**config.mk**
```make
export PLATFORM = sky130hd
export DESIGN_NAME = dmem_bus_ctrl_flat
export DESIGN_NICKNAME = d
export VERILOG_FILES = /design/src/rtl/dmem_bus_ctrl_if.sv /design/src/rtl/dmem_bus_ctrl.sv /design/src/flat_wrapper.sv
export SDC_FILE = /design/constraint.sdc
export NUM_CORES = 1
export LEC_CHECK = 0
export BUFFER_PORTS_ARGS = -buffer_cell sky130_fd_sc_hd__buf_4
export CAP_MARGIN = 10
export CORE_AREA = 2 2 114 116
export CTS_BUF_LIST = sky130_fd_sc_hd__clkbuf_8
export DETAILED_ROUTE_END_ITERATION = 8
export DIE_AREA = 0 0 116 118
export GPL_TIMING_DRIVEN = 0
export PLACE_DENSITY = 0.61
export REMOVE_ABC_BUFFERS = 1
export SETUP_SLACK_MARGIN = 0.1
export SLEW_MARGIN = 15
export SYNTH_ARGS = -nofsm -noshare
export SYNTH_HDL_FRONTEND = slang
export SYNTH_SLANG_ARGS = --single-unit
export TNS_END_PERCENT = 20
```
**constraint.sdc**
```tcl
create_clock -name clk_i -period 2.25 [get_ports clk_i]
set_clock_uncertainty 0.2 [all_clocks]
set_input_delay 0.3375 -clock clk_i [delete_from_list [all_inputs] [get_ports clk_i]]
set_output_delay 0.3375 -clock clk_i [all_outputs]
set_load 0.01 [all_outputs]
```
**src/rtl/dmem_bus_ctrl_if.sv**
```systemverilog
// External data-bus bundle between dmem_bus_ctrl (master) and data memory (slave).
// Single req/ack transaction: request held stable until a one-cycle ack pulse.
interface dmem_bus_ctrl_if #(
    parameter int ADDR_W = 32,
    parameter int DATA_W = 32
);
    logic              bus_req;
    logic              bus_we;
    logic [ADDR_W-1:0] bus_addr;
    logic [DATA_W-1:0] bus_wdata;
    logic              bus_ack;
    logic [DATA_W-1:0] bus_rdata;

    modport master (
        output bus_req,
        output bus_we,
        output bus_addr,
        output bus_wdata,
        input  bus_ack,
        input  bus_rdata
    );

    modport slave (
        input  bus_req,
        input  bus_we,
        input  bus_addr,
        input  bus_wdata,
        output bus_ack,
        output bus_rdata
    );
endinterface

```
**src/rtl/dmem_bus_ctrl.sv**
```systemverilog
// Data-memory stage: turns core load/store strobes into req/ack bus transactions.
// Latency: stall = k+1 cycles for an ack k cycles after bus_req rises, then one DONE cycle.
// Backpressure: stall holds the core while a request is pending; optional DMEM_TIMEOUT_EN aborts stuck requests.
module dmem_bus_ctrl #(
    parameter int ADDR_W  = 32,
    parameter int DATA_W  = 32,
    parameter int TIMEOUT = 16
) (
    input  logic              clk_i,
    input  logic              rst_ni,
    input  logic [ADDR_W-1:0] mem_addr_i,
    input  logic [DATA_W-1:0] mem_wdata_i,
    input  logic              mem_we_i,
    input  logic              mem_re_i,
    output logic [DATA_W-1:0] mem_rdata_o,
    output logic              stall_o,
    output logic              err_o,
    dmem_bus_ctrl_if.master   bus
);

    localparam logic [1:0] ST_IDLE = 2'd0;
    localparam logic [1:0] ST_REQ  = 2'd1;
    localparam logic [1:0] ST_DONE = 2'd2;

    logic [1:0]        state_q, state_d;
    logic              req_q, req_d;
    logic              we_q, we_d;
    logic [ADDR_W-1:0] addr_q, addr_d;
    logic [DATA_W-1:0] wdata_q, wdata_d;
    logic [DATA_W-1:0] rdata_q, rdata_d;
    logic              err_q, err_d;

    logic access;
    logic aligned;

    assign access  = mem_we_i | mem_re_i;
    assign aligned = (mem_addr_i[1:0] == 2'b00);

`ifdef DMEM_TIMEOUT_EN
    localparam int CNT_W = $clog2(TIMEOUT + 1);
    localparam logic [CNT_W-1:0] CNT_LAST = CNT_W'(TIMEOUT - 1);

    logic [CNT_W-1:0] cnt_q, cnt_d;
    logic             timed_out;

    assign timed_out = (cnt_q == CNT_LAST);
`else
    logic unused_timeout_cfg;
    assign unused_timeout_cfg = (TIMEOUT > 0);
`endif

    always_comb begin
        state_d = state_q;
        req_d   = req_q;
        we_d    = we_q;
        addr_d  = addr_q;
        wdata_d = wdata_q;
        rdata_d = rdata_q;
        err_d   = err_q;
`ifdef DMEM_TIMEOUT_EN
        cnt_d   = cnt_q;
`endif
        case (state_q)
            ST_IDLE: begin
                if (access) begin
                    if (aligned) begin
                        addr_d  = {mem_addr_i[ADDR_W-1:2], 2'b00};
                        wdata_d = mem_wdata_i;
                        we_d    = mem_we_i;
                        req_d   = 1'b1;
                        state_d = ST_REQ;
`ifdef DMEM_TIMEOUT_EN
                        cnt_d   = '0;
`endif
                    end else begin
                        // Misaligned access never reaches the bus.
                        err_d   = 1'b1;
                        rdata_d = '0;
                        state_d = ST_DONE;
                    end
                end
            end
            ST_REQ: begin
                if (bus.bus_ack) begin
                    req_d   = 1'b0;
                    state_d = ST_DONE;
                    if (!we_q) begin
                        rdata_d = bus.bus_rdata;
                    end
`ifdef DMEM_TIMEOUT_EN
                end else if (timed_out) begin
                    req_d   = 1'b0;
                    err_d   = 1'b1;
                    rdata_d = DATA_W'(32'hDEADBEEF);
                    state_d = ST_DONE;
                end else begin
                    cnt_d   = cnt_q + 1'b1;
`endif
                end
            end
            ST_DONE: begin
                state_d = ST_IDLE;
            end
            default: begin
                state_d = ST_IDLE;
                req_d   = 1'b0;
            end
        endcase
    end

    always_ff @(posedge clk_i or negedge rst_ni) begin
        if (!rst_ni) begin
            state_q <= ST_IDLE;
            req_q   <= 1'b0;
            we_q    <= 1'b0;
            addr_q  <= '0;
            wdata_q <= '0;
            rdata_q <= '0;
            err_q   <= 1'b0;
        end else begin
            state_q <= state_d;
            req_q   <= req_d;
            we_q    <= we_d;
            addr_q  <= addr_d;
            wdata_q <= wdata_d;
            rdata_q <= rdata_d;
            err_q   <= err_d;
        end
    end

`ifdef DMEM_TIMEOUT_EN
    always_ff @(posedge clk_i or negedge rst_ni) begin
        if (!rst_ni) begin
            cnt_q <= '0;
        end else begin
            cnt_q <= cnt_d;
        end
    end
`endif

    // DONE releases the core even though its strobes are still presented.
    assign stall_o = ((state_q == ST_IDLE) && access) || (state_q == ST_REQ);

    assign mem_rdata_o   = rdata_q;
    assign err_o         = err_q;
    assign bus.bus_req   = req_q;
    assign bus.bus_we    = we_q;
    assign bus.bus_addr  = addr_q;
    assign bus.bus_wdata = wdata_q;

endmodule

```
**src/flat_wrapper.sv**
```systemverilog
// flat-port wrapper written by rule: the top's interface ports become plain ports
module dmem_bus_ctrl_flat 
#(
    parameter int ADDR_W  = 32,
    parameter int DATA_W  = 32,
    parameter int TIMEOUT = 16
)
  (clk_i, rst_ni, mem_addr_i, mem_wdata_i, mem_we_i, mem_re_i, mem_rdata_o, stall_o, err_o, bus_bus_req, bus_bus_we, bus_bus_addr, bus_bus_wdata, bus_bus_ack, bus_bus_rdata);
  dmem_bus_ctrl_if #(.ADDR_W(ADDR_W), .DATA_W(DATA_W)) bus_i ();
  input  logic clk_i;
  input  logic rst_ni;
  input  logic [ADDR_W-1:0] mem_addr_i;
  input  logic [DATA_W-1:0] mem_wdata_i;
  input  logic mem_we_i;
  input  logic mem_re_i;
  output logic [DATA_W-1:0] mem_rdata_o;
  output logic stall_o;
  output logic err_o;
  output wire logic [$bits(bus_i.bus_req)-1:0] bus_bus_req;
  output wire logic [$bits(bus_i.bus_we)-1:0] bus_bus_we;
  output wire logic [$bits(bus_i.bus_addr)-1:0] bus_bus_addr;
  output wire logic [$bits(bus_i.bus_wdata)-1:0] bus_bus_wdata;
  input wire logic [$bits(bus_i.bus_ack)-1:0] bus_bus_ack;
  input wire logic [$bits(bus_i.bus_rdata)-1:0] bus_bus_rdata;
  assign bus_bus_req = bus_i.bus_req;
  assign bus_bus_we = bus_i.bus_we;
  assign bus_bus_addr = bus_i.bus_addr;
  assign bus_bus_wdata = bus_i.bus_wdata;
  assign bus_i.bus_ack = bus_bus_ack;
  assign bus_i.bus_rdata = bus_bus_rdata;
  dmem_bus_ctrl #(.ADDR_W(ADDR_W), .DATA_W(DATA_W), .TIMEOUT(TIMEOUT)) u_core (.clk_i(clk_i), .rst_ni(rst_ni), .mem_addr_i(mem_addr_i), .mem_wdata_i(mem_wdata_i), .mem_we_i(mem_we_i), .mem_re_i(mem_re_i), .mem_rdata_o(mem_rdata_o), .stall_o(stall_o), .err_o(err_o), .bus(bus_i));
endmodule
```
# [After elaboration in Yosys (flattened, before gate mapping)]
# Index checks and enable logic that the tools add are counted.
[op_classes] n_addsub=0 mul=0 div=0 magnitude_cmp=0 n_eq_ne=7 shifts=0 muxes=13 bitwise=3 n_reduce_logical=10
[ops] op="$mux W32" count=4
[ops] op="$pmux W32 S2" count=1
[ops] op="$mux W2" count=3
[ops] op="$ne A2 B2 Y1 const B" count=3
[ops] op="$reduce_and A3 Y1" count=2
[ops] op="$reduce_and A5 Y1" count=1
[ops] op="$logic_not A2 Y1" count=2
[ops] op="$ne A2 B1 Y1 const B" count=2
[ops] op="$pmux W2 S2" count=1
[ops] op="$reduce_and A4 Y1" count=1
[ops] op="$mux W1" count=3
[ops] op="$pmux W1 S3" count=1
[ops] op="$eq A2 B1 Y1 const B" count=1
[ops] op="$eq A2 B2 Y1 const B" count=1
[ops] op="$not A1 Y1" count=2
[ops] op="$reduce_and A2 Y1" count=1
[ops] op="$reduce_bool A2 Y1" count=1
[ops] op="$logic_and A1 B1 Y1" count=1
[ops] op="$logic_or A1 B1 Y1" count=1
[ops] op="$or A1 B1 Y1" count=1
[word_totals] regBits=99 latchBits=0 ramBits=0 mem_bits_ro=0 in_bits=101 output_inout_bits=100 wordCells=40 mem_count=0

# [Depth between registers and ports, before layout]
[logic_depth] ltp_word=4 depth_mapped=6 mapped_depth_nobuf=3

# [Worst setup path after synthesis]
# No wires, ideal clock.
[synth_path] path_type="flip-flop to flip-flop" start="register u_core.state_q[1]" end="register u_core.addr_q[10], in the netlist u_core.bus.bus_addr[10]" setup_time_ns=0.125 arrival_ns=1.522 required_ns=1.925 slack_ns=0.403 stages_incl_launch_ff=6 n_path_buf=2 period_less_slack_ns=1.847 cell_sequence="dfrtp_1 > nor4_4 > o21a_4 > buf_12 > buf_12 > mux2_4"
[synth_between] elab_chain_cells=2
[synth_lines] element="from (decl)" line="dmem_bus_ctrl.sv:25" source="logic [1:0] state_q, state_d;"
[synth_lines] element="from (signal assigned)" line="dmem_bus_ctrl.sv:121" source="state_q <= state_d;"
[synth_lines] element="$logic_not A2 Y1" line="dmem_bus_ctrl.sv:63" source="case (state_q)"
[synth_lines] element="$reduce_and A3 Y1 (no line)"
[synth_lines] element="to (signal assigned)" line="dmem_bus_ctrl.sv:124" source="addr_q <= addr_d;"
[synth_lines] element="to (decl)" line="dmem_bus_ctrl.sv:28" source="logic [ADDR_W-1:0] addr_q, addr_d;"
# No other way between the ends.
# A chain may end at the register's enable or synchronous reset.

# [Final worst setup path]
[layout_path] start="register u_core.state_q[0]" end="register u_core.wdata_q[31], in the netlist u_core.bus.bus_wdata[31]"
[layout_between] elab_chain_cells=2
[layout_lines] element="$logic_not A2 Y1" line="dmem_bus_ctrl.sv:63"
[layout_lines] element="$reduce_and A3 Y1 (no line)"
[layout_lines] element="to (signal assigned)" line="dmem_bus_ctrl.sv:125" source="wdata_q <= wdata_d;"
[layout_lines] element="to (decl)" line="dmem_bus_ctrl.sv:29" source="logic [DATA_W-1:0] wdata_q, wdata_d;"
# No other way between the ends.

==> reports/qor.txt <==
Die area -> 0.01369 sq mm
Setup Viol. Count Final -> 0
Hpwl dp -> 6893 um
Synth top area share -> 0.5969
Worst vdd ir -> 0.3997 mV
CP max-delay cell -> dfrtp_1
Routed vias/inst -> 4.356
Count leader, synth -> dfrtp_1
WL final -> 11960 um
ANT cells -> 0
CP Max Fanout -> 16
RSZ-0062 raised after global routing -> yes
CTS tree -> done
DR WL/cell -> 15.62 um
Leakage power -> 3.313 nW
Number of global-route vias before repair -> 3512
GRT overflow -> 0
CP Class -> reg -> reg
Mapped Area -> 0.004150 sq mm
Rows -> 41
Clock Path Buffers -> 2
Slew HR -> 0.3919
IO Count -> 201
Residual DRC -> 0
Fmax -> 0.4760 GHz
Die X -> 116 um
Final core occ -> 0.5570
WL met1 -> 5070 um
CTS Sinks -> 99
CP peak stage delay -> 530 ps
Area contributors post-synth -> dfrtp_1, mux2_4, nand2_1
Root Buffer -> clkbuf_8
Initial DRT Pass Iterations -> 4
CP Capture Type -> flip-flop
Worst Path Required -> 2310 ps
Met2 routed wirelength -> 6057 um
Max-cap viol count -> 0
Post-synth EDFFs -> 0
Clk_lat worst skew -> 370 ps
Htree depth -> 3
Final period util -> 0.9338
Initial antenna violation count -> 0
Max layer used -> met4
Post-synthesis sequential area ratio -> 0.5969
Global-route wire length before repair -> 18540 um
Avg Cell Area, Syn -> 13.97 sq um
# nets final -> 690
Yosys reg bits -> 99
Reg2Reg Setup Slack -> 150 ps
Fraction of layout instances using a drive strength above 1 -> 0.4815
Largest net degree at the start of global routing -> 100
Synth Warn # -> 0
Die H -> 118 um
Gr usage total -> 0.1778
Crit path cell chain -> nor4_4 -> buf_4 -> o21a_4 -> mux2_1
Final setup TNS -> 0 ps
Hold Vio Cnt, Final -> 0
Post-synth ARST share -> 1.000
Worst setup SP type -> flip-flop
Initial Util -> 0.3343
Core area -> 0.01241 sq mm
Reg clk slew, reported paths -> 100 ps
Largest area contributor in the netlist -> dfrtp_1
Outcome -> complete, no violations
Most used DFF post-synth -> dfrtp_1
GPL Wtd Cong -> 0.7297
Cells after synthesis -> 297
IO Port Bufs -> 198
TritonCTS Buffers -> 9
Unique masters post-synth -> 25
Layout area overhead -> 66.63%
DR iter-0 viols -> 138
Final Critical Period -> 2101 ps
Worst-margin pin slew -> 912.1 ps
Max-slew violations -> 0
Post-route ant nets -> 0
Commonest cells in the netlist -> dfrtp_1, nand2_1, mux2_4, o21ai_0, o21ai_1
Hold/Removal Path Class -> in -> reg
Critical path arrival -> 2160 ps
PwrDens -> 884.7 mW/mm^2
Vias post-DR -> 3337
Met3 wire len -> 539 um
kinds of logic (layout without fill, tap and decap cells):
| group | after synthesis | count (layout) | share of synthesized area |
|---|---|---|---|
| compound gates | 38 | 41 | 0.05065 |
| simple gates | 76 | 76 | 0.07899 |
| buf+inv | 21 | 314 | 0.05185 |
| mux | 62 | 62 | 0.2207 |
| flops | 99 | 99 | 0.5969 |
| other cells | 1 | 2 | 0.0009036 |
metal layers:
metal  global-route usage  vias up
met2               0.2990      110
li1                     -     1586
met4              0.08110        0
met3              0.03038       22
met1               0.2206     1619
met5                    0        -
per-stage QoR:
| stage | std cells | cell area, sq um | setup WS, ps | total power, W | hold slack [ps] |
|---|---|---|---|---|---|
| after global placement | 647 | 5640 | -2463 | 0.004824 | 256.2 |
| after CTS | 766 | 6904 | 141.5 | 0.006170 | 89.04 |
| after floorplan | 277 | 3939 | -1046 | 0.003664 | -158.1 |
| final | 766 | 6915 | 149.1 | 0.006118 | 102.0 |
| after global routing | 766 | 6915 | 66.93 | 0.006473 | 109.9 |
| after detailed placement | 651 | 5714 | -380.9 | 0.004886 | 255.6 |
area by class of cell:
cell class / count / area, sq um
fill: 1041 / 5499
timing repair buffer: 298 / 2494
sequential: 99 / 2477
multi-input combinational: 181 / 1543
tap: 172 / 215.2
clock buffer: 10 / 137.6
clock inverter: 6 / 48.80
layout by cell type (no fill, tap or decap), drive strengths merged:
cell / n
dfrtp: 99
dlygate4sd3: 95
conb: 2
nor4: 1
a21o: 1
nor3b: 1
o22ai: 1
clkinv: 2
buf: 203
nor4bb: 1
mux2: 62
nand4bb: 1
a22o: 1
or2: 2
clkinvlp: 2
inv: 2
nor3: 2
o21a: 5
o21ai: 33
clkbuf: 10
nor2: 2
nand2: 66
flip-flops by register name, summed over array words and instances (netlist names):
| name | flops |
|---|---|
| u_core.bus.bus_wdata | 32 |
| u_core.mem_rdata_o | 32 |
| u_core.bus.bus_addr | 30 |
| u_core.state_q | 2 |
| u_core.bus.bus_req | 1 |
| u_core.bus.bus_we | 1 |
| u_core.err_o | 1 |
path summary, 6_finish.rpt:
| kind | endpoint | depth (start not counted) | from |
|---|---|---|---|
| worst max-delay path | u_core.bus.bus_wdata[31]$_DFFE_PN0P_ | 4 | u_core.state_q[0]$_DFFE_PN0P_ |
| worst min-delay path | u_core.bus.bus_we$_DFFE_PN0P_ | 2 | mem_we_i |
| worst max register to register | u_core.bus.bus_wdata[31]$_DFFE_PN0P_ | 4 | u_core.state_q[0]$_DFFE_PN0P_ |
| worst min register to register | u_core.err_o$_DFFE_PN0P_ | 1 | u_core.err_o$_DFFE_PN0P_ |
| max in group asynchronous | u_core.mem_rdata_o[7]$_DFFE_PN0P_ | 2 | rst_ni |
| min in group asynchronous | u_core.bus.bus_addr[4]$_DFFE_PN0P_ | 2 | rst_ni |
critical path: cells and delay by family, from the launching register on:
family,cells,cell delay (ps)
simple gates,1,290
flops,1,530
mux,1,370
compound gates,1,370
buf+inv,1,220
power breakdown:
group          internal (W)  leakage, nW  switching (W)
combinational       0.00150         1.99       0.000886
clock              0.000444       0.0908       0.000647
sequential          0.00230         1.23       0.000335
total               0.00425         3.31        0.00187
timing repair:
action,CTS,global route
gates cloned,3,0
endpoints found under the setup margin,64,36
hold buffers,95,0
pin swaps,1,0
buffers inserted,1,0
hold endpoints to repair,193,0
resized for setup,3,1
Note: power is estimated with default switching activity, not from simulation.
